$ cat src/rtl/mcif_rd_pkg.sv
// Shared helpers for the MCIF read ingress arbiter.
// client_w : width of a client index for a given client count (at least 1)
// beats_w  : width of a beat count or outstanding-beat counter for a limit register of os_w bits.
//            It is one bit wider because the counter can reach limit+1 == 2**os_w.
package mcif_rd_pkg;

  function automatic int unsigned client_w(input int unsigned n);
    int unsigned w;
    w = 1;
    while ((32'd1 << w) < n) w++;
    return w;
  endfunction

  function automatic int unsigned beats_w(input int unsigned os_w);
    return os_w + 1;
  endfunction

endpackage

$ cat src/rtl/mcif_rd_wrr_pick.sv
// Rotating priority encoder: returns the lowest-index set bit of cand at or after start,
// wrapping modulo NUM_CLIENTS (not modulo 2**CLIENT_W).
// Ports:
//   cand  - candidate vector, one bit per client
//   start - first index to consider
//   found - at least one candidate present
//   idx   - selected client index (0 when found=0)
module mcif_rd_wrr_pick #(
  parameter int unsigned NUM_CLIENTS = 8,
  parameter int unsigned CLIENT_W    = 3
) (
  input  logic [NUM_CLIENTS-1:0] cand,
  input  logic [CLIENT_W-1:0]    start,
  output logic                   found,
  output logic [CLIENT_W-1:0]    idx
);

  always_comb begin
    int unsigned j;
    logic [CLIENT_W-1:0] jj;
    found = 1'b0;
    idx   = '0;
    j     = 0;
    jj    = '0;
    for (int unsigned k = 0; k < NUM_CLIENTS; k++) begin
      j  = (32'(start) + k) % NUM_CLIENTS;
      jj = CLIENT_W'(j);
      if (!found && cand[jj]) begin
        found = 1'b1;
        idx   = jj;
      end
    end
  end

endmodule

$ cat src/rtl/mcif_read_ig_wrr_arb.sv
// MCIF read ingress arbiter: weighted round-robin over NUM_CLIENTS split DMA read requests,
// gated by an outstanding-beat credit limit, driving a single registered AXI AR stage.
// Ports:
//   nvdla_core_clk / nvdla_core_rst  - clock, synchronous active-high reset
//   req_valid / req_ready            - per-client handshake (ready only in the granting cycle)
//   req_addr / req_len               - flattened per-client address and arlen
//   reg2dp_rd_weight                 - flattened per-client weights (w -> up to w+1 grants/turn)
//   reg2dp_rd_os_cnt                 - outstanding beat limit minus one
//   eg2ig_axi_vld                    - one read beat retired by egress
//   mcif2noc_axi_ar_*                - registered AXI AR channel
module mcif_read_ig_wrr_arb
  import mcif_rd_pkg::*;
#(
  parameter int unsigned NUM_CLIENTS = 8,
  parameter int unsigned ADDR_W      = 64,
  parameter int unsigned LEN_W       = 4,
  parameter int unsigned ID_W        = 8,
  parameter int unsigned WEIGHT_W    = 8,
  parameter int unsigned OS_W        = 8
) (
  input  logic                          nvdla_core_clk,
  input  logic                          nvdla_core_rst,
  input  logic [NUM_CLIENTS-1:0]        req_valid,
  output logic [NUM_CLIENTS-1:0]        req_ready,
  input  logic [NUM_CLIENTS*ADDR_W-1:0] req_addr,
  input  logic [NUM_CLIENTS*LEN_W-1:0]  req_len,
  input  logic [NUM_CLIENTS*WEIGHT_W-1:0] reg2dp_rd_weight,
  input  logic [OS_W-1:0]               reg2dp_rd_os_cnt,
  input  logic                          eg2ig_axi_vld,
  output logic                          mcif2noc_axi_ar_arvalid,
  input  logic                          mcif2noc_axi_ar_arready,
  output logic [ID_W-1:0]               mcif2noc_axi_ar_arid,
  output logic [LEN_W-1:0]              mcif2noc_axi_ar_arlen,
  output logic [ADDR_W-1:0]             mcif2noc_axi_ar_araddr
);

  localparam int unsigned CLIENT_W = client_w(NUM_CLIENTS);
  localparam int unsigned BEATS_W  = beats_w(OS_W);
  localparam int unsigned SUM_W    = BEATS_W + 1;

  // AR payload; widths follow this instance's parameters.
  typedef struct packed {
    logic [ID_W-1:0]   id;
    logic [LEN_W-1:0]  len;
    logic [ADDR_W-1:0] addr;
  } ar_payload_t;

  // State
  logic                arvalid_q, arvalid_d;
  ar_payload_t         ar_q, ar_d;
  logic [CLIENT_W-1:0] owner_q, owner_d;
  logic                has_owner_q, has_owner_d;
  logic [WEIGHT_W-1:0] burst_cnt_q, burst_cnt_d;
  logic [BEATS_W-1:0]  os_cnt_q, os_cnt_d;

  // Unpacked request views
  logic [ADDR_W-1:0]   addr_arr   [NUM_CLIENTS];
  logic [LEN_W-1:0]    len_arr    [NUM_CLIENTS];
  logic [WEIGHT_W-1:0] weight_arr [NUM_CLIENTS];
  logic [BEATS_W-1:0]  beats_arr  [NUM_CLIENTS];
  logic [NUM_CLIENTS-1:0] cand;
  logic [SUM_W-1:0]    limit_ext;

  logic                load;
  logic                owner_keep;
  logic [CLIENT_W-1:0] pick_start;
  logic                pick_found;
  logic [CLIENT_W-1:0] pick_idx;
  logic                grant_vld;
  logic [CLIENT_W-1:0] grant_idx;
  logic                grant_load;
  logic [SUM_W-1:0]    os_sum;
  logic                underflow;

  assign load      = !arvalid_q || mcif2noc_axi_ar_arready;
  assign limit_ext = SUM_W'(reg2dp_rd_os_cnt) + SUM_W'(1);

  always_comb begin
    for (int i = 0; i < NUM_CLIENTS; i++) begin
      addr_arr[i]   = req_addr[i*ADDR_W +: ADDR_W];
      len_arr[i]    = req_len[i*LEN_W +: LEN_W];
      weight_arr[i] = reg2dp_rd_weight[i*WEIGHT_W +: WEIGHT_W];
      beats_arr[i]  = BEATS_W'(len_arr[i]) + BEATS_W'(1);
      cand[i]       = req_valid[i] &&
                      ((SUM_W'(os_cnt_q) + SUM_W'(beats_arr[i])) <= limit_ext);
    end
  end

  // Before the first grant after reset there is no owner, so the search starts at the
  // pointer itself (client 0) instead of the slot after it.
  always_comb begin
    if (!has_owner_q) begin
      pick_start = owner_q;
    end else if (owner_q == CLIENT_W'(NUM_CLIENTS - 1)) begin
      pick_start = '0;
    end else begin
      pick_start = owner_q + 1'b1;
    end
  end

  mcif_rd_wrr_pick #(
    .NUM_CLIENTS (NUM_CLIENTS),
    .CLIENT_W    (CLIENT_W)
  ) u_pick (
    .cand  (cand),
    .start (pick_start),
    .found (pick_found),
    .idx   (pick_idx)
  );

  assign owner_keep = has_owner_q && cand[owner_q] && (burst_cnt_q < weight_arr[owner_q]);

  always_comb begin
    grant_vld   = 1'b0;
    grant_idx   = owner_q;
    owner_d     = owner_q;
    has_owner_d = has_owner_q;
    burst_cnt_d = burst_cnt_q;
    if (owner_keep) begin
      grant_vld = 1'b1;
      grant_idx = owner_q;
    end else if (pick_found) begin
      grant_vld = 1'b1;
      grant_idx = pick_idx;
    end
    if (load && grant_vld) begin
      owner_d     = grant_idx;
      has_owner_d = 1'b1;
      // A fresh turn (even back to the same client) restarts the burst count.
      burst_cnt_d = owner_keep ? burst_cnt_q + 1'b1 : '0;
    end
  end

  assign grant_load = load && grant_vld;

  always_comb begin
    req_ready = '0;
    if (!nvdla_core_rst && grant_load) begin
      req_ready[grant_idx] = 1'b1;
    end
  end

  // Credits are consumed at the grant edge and returned one beat per egress pulse.
  always_comb begin
    os_sum = SUM_W'(os_cnt_q);
    if (grant_load) begin
      os_sum = os_sum + SUM_W'(beats_arr[grant_idx]);
    end
    if (eg2ig_axi_vld && (os_sum != '0)) begin
      os_sum = os_sum - SUM_W'(1);
    end
    os_cnt_d = BEATS_W'(os_sum);
  end

  assign underflow = eg2ig_axi_vld && (os_cnt_q == '0) && !grant_load;

  always_comb begin
    arvalid_d = arvalid_q;
    ar_d      = ar_q;
    if (load) begin
      arvalid_d = grant_vld;
      if (grant_vld) begin
        ar_d.id   = ID_W'(grant_idx);
        ar_d.len  = len_arr[grant_idx];
        ar_d.addr = addr_arr[grant_idx];
      end
    end
  end

  always_ff @(posedge nvdla_core_clk) begin
    if (nvdla_core_rst) begin
      arvalid_q   <= 1'b0;
      ar_q        <= '0;
      owner_q     <= '0;
      has_owner_q <= 1'b0;
      burst_cnt_q <= '0;
      os_cnt_q    <= '0;
    end else begin
      arvalid_q   <= arvalid_d;
      ar_q        <= ar_d;
      owner_q     <= owner_d;
      has_owner_q <= has_owner_d;
      burst_cnt_q <= burst_cnt_d;
      os_cnt_q    <= os_cnt_d;
    end
  end

  always_ff @(posedge nvdla_core_clk) begin
    if (!nvdla_core_rst) begin
      assert (!underflow)
        else $error("mcif_read_ig_wrr_arb: eg2ig_axi_vld with no beats outstanding");
    end
  end

  assign mcif2noc_axi_ar_arvalid = arvalid_q;
  assign mcif2noc_axi_ar_arid    = ar_q.id;
  assign mcif2noc_axi_ar_arlen   = ar_q.len;
  assign mcif2noc_axi_ar_araddr  = ar_q.addr;

endmodule

$ cat config.mk
export PLATFORM = sky130hd
export DESIGN_NAME = mcif_read_ig_wrr_arb
export DESIGN_NICKNAME = d
export VERILOG_FILES = /design/src/rtl/mcif_rd_pkg.sv /design/src/rtl/mcif_rd_wrr_pick.sv /design/src/rtl/mcif_read_ig_wrr_arb.sv
export SDC_FILE = /design/constraint.sdc
export NUM_CORES = 1
export LEC_CHECK = 0
export ABC_AREA = 1
export ABC_CLOCK_PERIOD_IN_PS = 8100
export CAP_MARGIN = 0
export CORE_AREA = 4 4 272 274
export DETAILED_ROUTE_END_ITERATION = 12
export DIE_AREA = 0 0 276 278
export PLACE_DENSITY = 0.48
export SLEW_MARGIN = 25
export SYNTH_ARGS = -nofsm -noshare
export SYNTH_HDL_FRONTEND = slang
export SYNTH_SLANG_ARGS = --single-unit
$ cat constraint.sdc
create_clock -name nvdla_core_clk -period 8.1 [get_ports nvdla_core_clk]
set_input_delay 1.62 -clock nvdla_core_clk [delete_from_list [all_inputs] [get_ports nvdla_core_clk]]
set_output_delay 1.62 -clock nvdla_core_clk [all_outputs]
set_load 0.005 [all_outputs]
Word-level counts from Yosys, hierarchy flattened --
Index checks and enable logic that the tools add are counted.
Storage, ports and cells: output and inout port bits 85, register bits after elaboration 93, logic and storage cells 152
Operators by class: reduce and logical (&&, ||, !) cells 33, add/sub/neg operators 28, multiplexer cells 58, equality and inequality tests 1, magnitude comparators 22, bitwise logic cells 2
Operators with widths (count):
- binary-select mux 64 bit (select 3 bit) | 1
- two-way mux 64 bit | 2
- adder 9 x 5 -> 10 bit | 8
- <= comparator 10 x 9 -> 1 bit | 8
- adder 4 x 1 -> 5 bit, second input constant | 8
- < comparator 3 x 4 -> 1 bit, second input constant | 10
- two-way mux 3 bit | 12
- two-way mux 8 bit | 4
- binary-select mux 1 bit (select 3 bit) | 9
- binary-select mux 9 bit (select 3 bit) | 1
- two-way mux 9 bit | 3
- binary-select mux 8 bit (select 3 bit) | 1
- logical AND 1 bit | 21
- two-way mux 1 bit | 20
- adder 3 bit, second input constant | 4
- binary-select mux 4 bit (select 3 bit) | 1
- adder 9 x 9 -> 10 bit | 1
- two-way mux 10 bit | 1
- nonzero test 10 bit | 1
- adder 8 x 1 -> 9 bit, second input constant | 1
- zero test 1 bit | 9
- subtractor 9 x 1 -> 9 bit, second input constant | 1
- adder 8 x 1 -> 8 bit, second input constant | 1
- >= comparator 4 bit, second input constant | 2
- 10 further kinds | 14

Depth between registers and ports, before layout --
word-level depth 39, depth in mapped cells 57

Cells and area by module --
A second synthesis with hierarchy kept.
Unflattened totals: cell total of the unflattened synthesis 2522, area total of the unflattened synthesis 14490.1 sq um
Modules (own cells, without submodules):
- mcif_read_ig_wrr_arb | cells an instance 2387, instances 1, area an instance 13590.5 sq um
- mcif_rd_wrr_pick | cells an instance 135, instances 1, area an instance 899.6 sq um

Least setup slack after synthesis --
No wires, ideal clock.
path type input to register, start in req_len[0], end reg os_cnt_q[1], required time 7.986 ns, setup slack 0.610 ns, stages 50, library setup time 0.114 ns, arrival 7.376 ns, cells stage by stage ha_1 -> fa_1 -> a21oi_1 -> nor2_1 -> nor2_1 -> nor2_1 -> o21ai_0 -> xor2_1 -> inv_1 -> ha_1 -> nand2_1 -> inv_1 -> nand2_1 -> nand2_1 -> nand2_1 -> nand2_1 -> nand2_1 -> nand3_1 -> [... 14 more ...] -> nand2_1 -> nand2_1 -> nor2_1 -> ha_1 -> fa_1 -> a21oi_1 -> o21bai_1 -> a21oi_1 -> nor2_1 -> xor2_1 -> nand3_1 -> nand2_1 -> nor2_1 -> nand2_1 -> nor2_2 -> nor2_4 -> a21oi_1 -> nor2_1
Between the ends: word-level cells in the longest chain between the ends 39, elaborated cells between the ends (all ways) 69, classes of those cells add/sub: 4; order compare: 1; mux: 43; bitwise: 1; reduce/logical: 20
Ends and longest elaborated chain:
- start, declared | line mcif_read_ig_wrr_arb.sv:26 | input logic [NUM_CLIENTS*LEN_W-1:0] req_len,
- adder 4 x 1 -> 5 bit * | line mcif_read_ig_wrr_arb.sv:83 | beats_arr[i] = BEATS_W'(len_arr[i]) + BEATS_W'(1);
- adder 9 x 5 -> 10 bit | line mcif_read_ig_wrr_arb.sv:85 | ((SUM_W'(os_cnt_q) + SUM_W'(beats_arr[i])) <= limit_ext);
- <= comparator 10 x 9 -> 1 bit | line mcif_read_ig_wrr_arb.sv:85
- logical AND 1 bit | line mcif_read_ig_wrr_arb.sv:84 | cand[i] = req_valid[i] &&
- binary-select mux 1 bit (select 3 bit) | line mcif_rd_wrr_pick.sv:28 | if (!found && cand[jj]) begin
- two-way mux 1 bit (not written as such) | line mcif_rd_wrr_pick.sv:28
- two-way mux 1 bit | line mcif_rd_wrr_pick.sv:28
- zero test 1 bit | line mcif_rd_wrr_pick.sv:28
- [... 21 more ...]
- two-way mux 3 bit | line mcif_read_ig_wrr_arb.sv:119 | if (owner_keep) begin
- NOT 3 -> 4 bit (not written as such) | line mcif_read_ig_wrr_arb.sv:147 | os_sum = os_sum + SUM_W'(beats_arr[grant_idx]);
- binary-select mux 9 bit (select 3 bit) | line mcif_read_ig_wrr_arb.sv:147
- two-way mux 9 bit (not written as such) (2 in series) | line mcif_read_ig_wrr_arb.sv:147
- adder 9 x 9 -> 10 bit | line mcif_read_ig_wrr_arb.sv:147
- two-way mux 10 bit * | line mcif_read_ig_wrr_arb.sv:146 | if (grant_load) begin
- branches (longest 2 deep; another with subtractor 9 x 1 -> 9 bit)
- two-way mux 9 bit * | line mcif_read_ig_wrr_arb.sv:149 | if (eg2ig_axi_vld && (os_sum != '0)) begin
- end signal, assigned | line mcif_read_ig_wrr_arb.sv:184 | os_cnt_q <= os_cnt_d;
- end, declared | line mcif_read_ig_wrr_arb.sv:54 | logic [BEATS_W-1:0] os_cnt_q, os_cnt_d;
Every way passes the cells marked *. The select of a mux whose other input is x is not followed. A chain may end at the register's enable or synchronous reset.

Worst setup path in the final report --
start in req_len[11], end out req_ready[6]
Between the ends: word-level cells in the longest chain between the ends 35, elaborated cells between the ends (all ways) 66, classes of those cells add/sub: 2; order compare: 3; mux: 41; reduce/logical: 20
Ends and longest elaborated chain:
- adder 4 x 1 -> 5 bit * | line mcif_read_ig_wrr_arb.sv:83
- adder 9 x 5 -> 10 bit * | line mcif_read_ig_wrr_arb.sv:85
- <= comparator 10 x 9 -> 1 bit * | line mcif_read_ig_wrr_arb.sv:85
- logical AND 1 bit * | line mcif_read_ig_wrr_arb.sv:84
- binary-select mux 1 bit (select 3 bit) | line mcif_rd_wrr_pick.sv:28
- two-way mux 1 bit (not written as such) | line mcif_rd_wrr_pick.sv:28
- two-way mux 1 bit | line mcif_rd_wrr_pick.sv:28
- zero test 1 bit | line mcif_rd_wrr_pick.sv:28
- [... 19 more ...]
- two-way mux 3 bit or two-way mux 1 bit (tied branches) | line mcif_rd_wrr_pick.sv:28
- two-way mux 3 bit | line mcif_read_ig_wrr_arb.sv:122 | end else if (pick_found) begin
- two-way mux 3 bit | line mcif_read_ig_wrr_arb.sv:119
- < comparator 3 x 4 -> 1 bit (not written as such) or >= comparator 3 x 1 -> 1 bit (tied branches) | line mcif_read_ig_wrr_arb.sv:139 | req_ready[grant_idx] = 1'b1;
- logical AND 1 bit (not written as such) | line mcif_read_ig_wrr_arb.sv:139
- two-way mux 1 bit (not written as such) | line mcif_read_ig_wrr_arb.sv:139
- demux 1 bit (select 3 bit) | line mcif_read_ig_wrr_arb.sv:139
- two-way mux 8 bit * | line mcif_read_ig_wrr_arb.sv:138 | if (!nvdla_core_rst && grant_load) begin
- end, declared | line mcif_read_ig_wrr_arb.sv:24 | output logic [NUM_CLIENTS-1:0] req_ready,
Mark *: on every way between the ends. The rest lies on a longest branch, timed or not. The select of a mux whose other input is x is not followed.

==> qor.yml <==
track_usage_pct: 24.3
ys_seq_area_share_pct: 11.4
synth_ff_type: "dfxtp_1"
p_per_area_nw_per_um2: 459
synth.distinct_cells: 51
path_clk_slew_ns: 0.07
setup_viol: 0
die_area_um2: 76700
grt_max_degree: 137
finalCriticalPeriod_ns: 7.81
critPathLaunchType: "input pin"
skew_ns: 0.0166
grt_setup_unrepaired: "true"
remaining_drc_errors: 0
cts_htree_levels: 3
area_delta_synth_final_pct: 67.6
final_common_cell: "nand2_1"
fmax_mhz: 128
grt_overflow: 0
wl_mm: 99.5
leakagePower_uw: 0.0132
viasPerCell: 4.62
crit_path_frequent_cell: "nand2_1"
initial_core_util_pct: 22.1
dpl_cell_area_um2: 25100
slowest_delay_ns: 0.51
slew_violations: 0
worstPathArrival_ns: 6.19
synthCells: 2908
async_flop_share_pct: 0
drtIter0Drc: 1347
required_ns: 6.48
clk_latency_ns: 0.39
clockRootBuffer: "clkbuf_16"
design.core.area_um2: 71400
synth_warnings: 0
dp_hpwl_mm: 80.0
cts.sinks: 90
outcome: "finished clean"
cts_tree: "built"
relSlewSlack_pct: 32.9
cts_max_path_buffers: 2
crit_fanout: 11
worst_pin_slew_ns: 1.01
syn_area_um2: 15800
num_rows: 98
gp_congestion: 0.901
die_h_um: 278
hold_class: "reg2reg"
cap_violations: 0
grt_first_pass_wirelength_mm: 140
ys_ff_latch: 90
postCtsHoldBufs: 0
post-route-util_pct: 37.1
finalCritPeriodShare_pct: 96.4
antenna_found_initial: 19
cp_slowest_cell: "clkdlybuf4s50_1"
first_global_vias: 20763
end_kind: "output port"
port_buffers: 707
drive_gt1_share_pct: 13.8
postRouteAntennaNets: 0
die_w_um: 276
fillCellCount: 7961
wire_per_inst_um: 21.2
final_cell_mix: "nand2_1 (1,214), clkdlybuf4s50_1 (668), nand3_1 (355)"
vias: 21684
nets: 4510
whs_ns: 0.510
dr.pass1.iters: 5
hold_viol: 0
critical_path_class: "in2out"
avgSynthCellArea_um2: 5.43
r2r_slack_ns: 1.21
postLayoutCellArea_um2: 26500
synth-edff-count: 0
max-vdd-ir-drop_mv: 0.509
numCtsBuffers: 9
io_pins: 713
-- critical path: cells and delay by family --
family,cells,cell delay (ns)
buffers and inverters,9,1.42
XOR/XNOR,2,0.39
adder cells (fa/ha/maj),2,0.51
AO/OA/AOI/OAI,1,0.23
AND/OR/NAND/NOR,22,1.98
-- per-stage QoR --
step / setup TNS, ns / setup slack, ns / total power [µW] / cells
2_1_floorplan: 0 / 0.610 / 7240 / 2912
3_3_place_gp: -14.67 / -0.591 / 11200 / 4647
3_5_place_dp: -13.25 / -0.627 / 11200 / 4647
4_1_cts: -0.140 / -0.0539 / 11900 / 4674
5_1_grt: -0.379 / -0.0706 / 13400 / 4690
6_report: 0 / 0.292 / 12100 / 4697
-- Yosys cell counts (5+ instances only) --
cell type	count	area share, %
nor2_1	214	5.1
nor3_1	5	0.16
nand3b_1	7	0.33
buf_6	23	1.6
nand2_1	1246	30
a21o_1	8	0.38
fa_1	9	1.1
o221ai_1	8	0.44
xnor2_1	8	0.44
buf_4	18	0.86
inv_2	15	0.36
xor2_1	78	4.3
a21oi_1	138	4.4
o22ai_1	11	0.44
buf_2	50	1.6
o21ai_0	133	4.2
nand3_1	389	12
nand3_2	6	0.38
inv_1	150	3.6
nor2_2	5	0.20
a31oi_1	8	0.32
nand4_1	7	0.28
dfxtp_1	90	11
nand2_2	13	0.52
o21ai_1	9	0.29
ha_1	140	11
clkbuf_1	75	1.8
-- sequential cells by signal (all words and copies together) (netlist names) --
register                 cells
mcif2noc_axi_ar_araddr      64
os_cnt_q                     9
burst_cnt_q                  8
mcif2noc_axi_ar_arlen        4
owner_q                      3
has_owner_q                  1
mcif2noc_axi_ar_arvalid      1
-- logic make-up after synthesis --
family / synth area share (%)
buf+inv: 10.1
flops: 11.4
compound gates: 11.2
xor+xnor: 4.77
other cells: 0.0238
simple gates: 50.2
fa+ha+maj: 12.2
-- final cells by class --
| class | instances | area (µm²) | share of cell area (%) |
|---|---|---|---|
| Tap cell | 950 | 1190 | 4.49 |
| Sequential cell | 90 | 1800 | 6.81 |
| Clock buffer | 9 | 225 | 0.851 |
| Antenna cell | 10 | 25.0 | 0.0946 |
| Clock inverter | 6 | 90.1 | 0.341 |
| Inverter | 169 | 643 | 2.43 |
| Multi-Input combinational cell | 2482 | 13300 | 50.2 |
| Timing Repair Buffer | 981 | 9210 | 34.8 |
-- final timing paths --
path,start,end,cells past startpoint
max,req_len[11],req_ready[6],36
min,mcif2noc_axi_ar_arlen[0],mcif2noc_axi_ar_arlen[0],2
max reg2reg,os_cnt_q[3],os_cnt_q[3],51
min reg2reg,mcif2noc_axi_ar_arlen[0],mcif2noc_axi_ar_arlen[0],2
-- metal layers --
layer / vias up / track usage [%] / routed length (µm)
li1: 10995 / - / -
met1: 9868 / 28.5 / 39300
met2: 705 / 44.7 / 50400
met3: 110 / 5.34 / 6750
met4: 6 / 6.01 / 2890
met5: - / 0 / 107
-- power by group --
part           internal, µW  switching [µW]  total (µW)
sequential              609             133         743
clock                   272             234         506
combinational          4070            6830       10900
-- what timing repair did --
item | CTS | global route
endpoints found under the setup margin | 17 | 30
resized for setup | 90 | 174
setup buffers | 12 | 13
pin swaps | 17 | 55
cloned | 0 | 0
No activity file was read; power rests on OpenSTA's default activity.
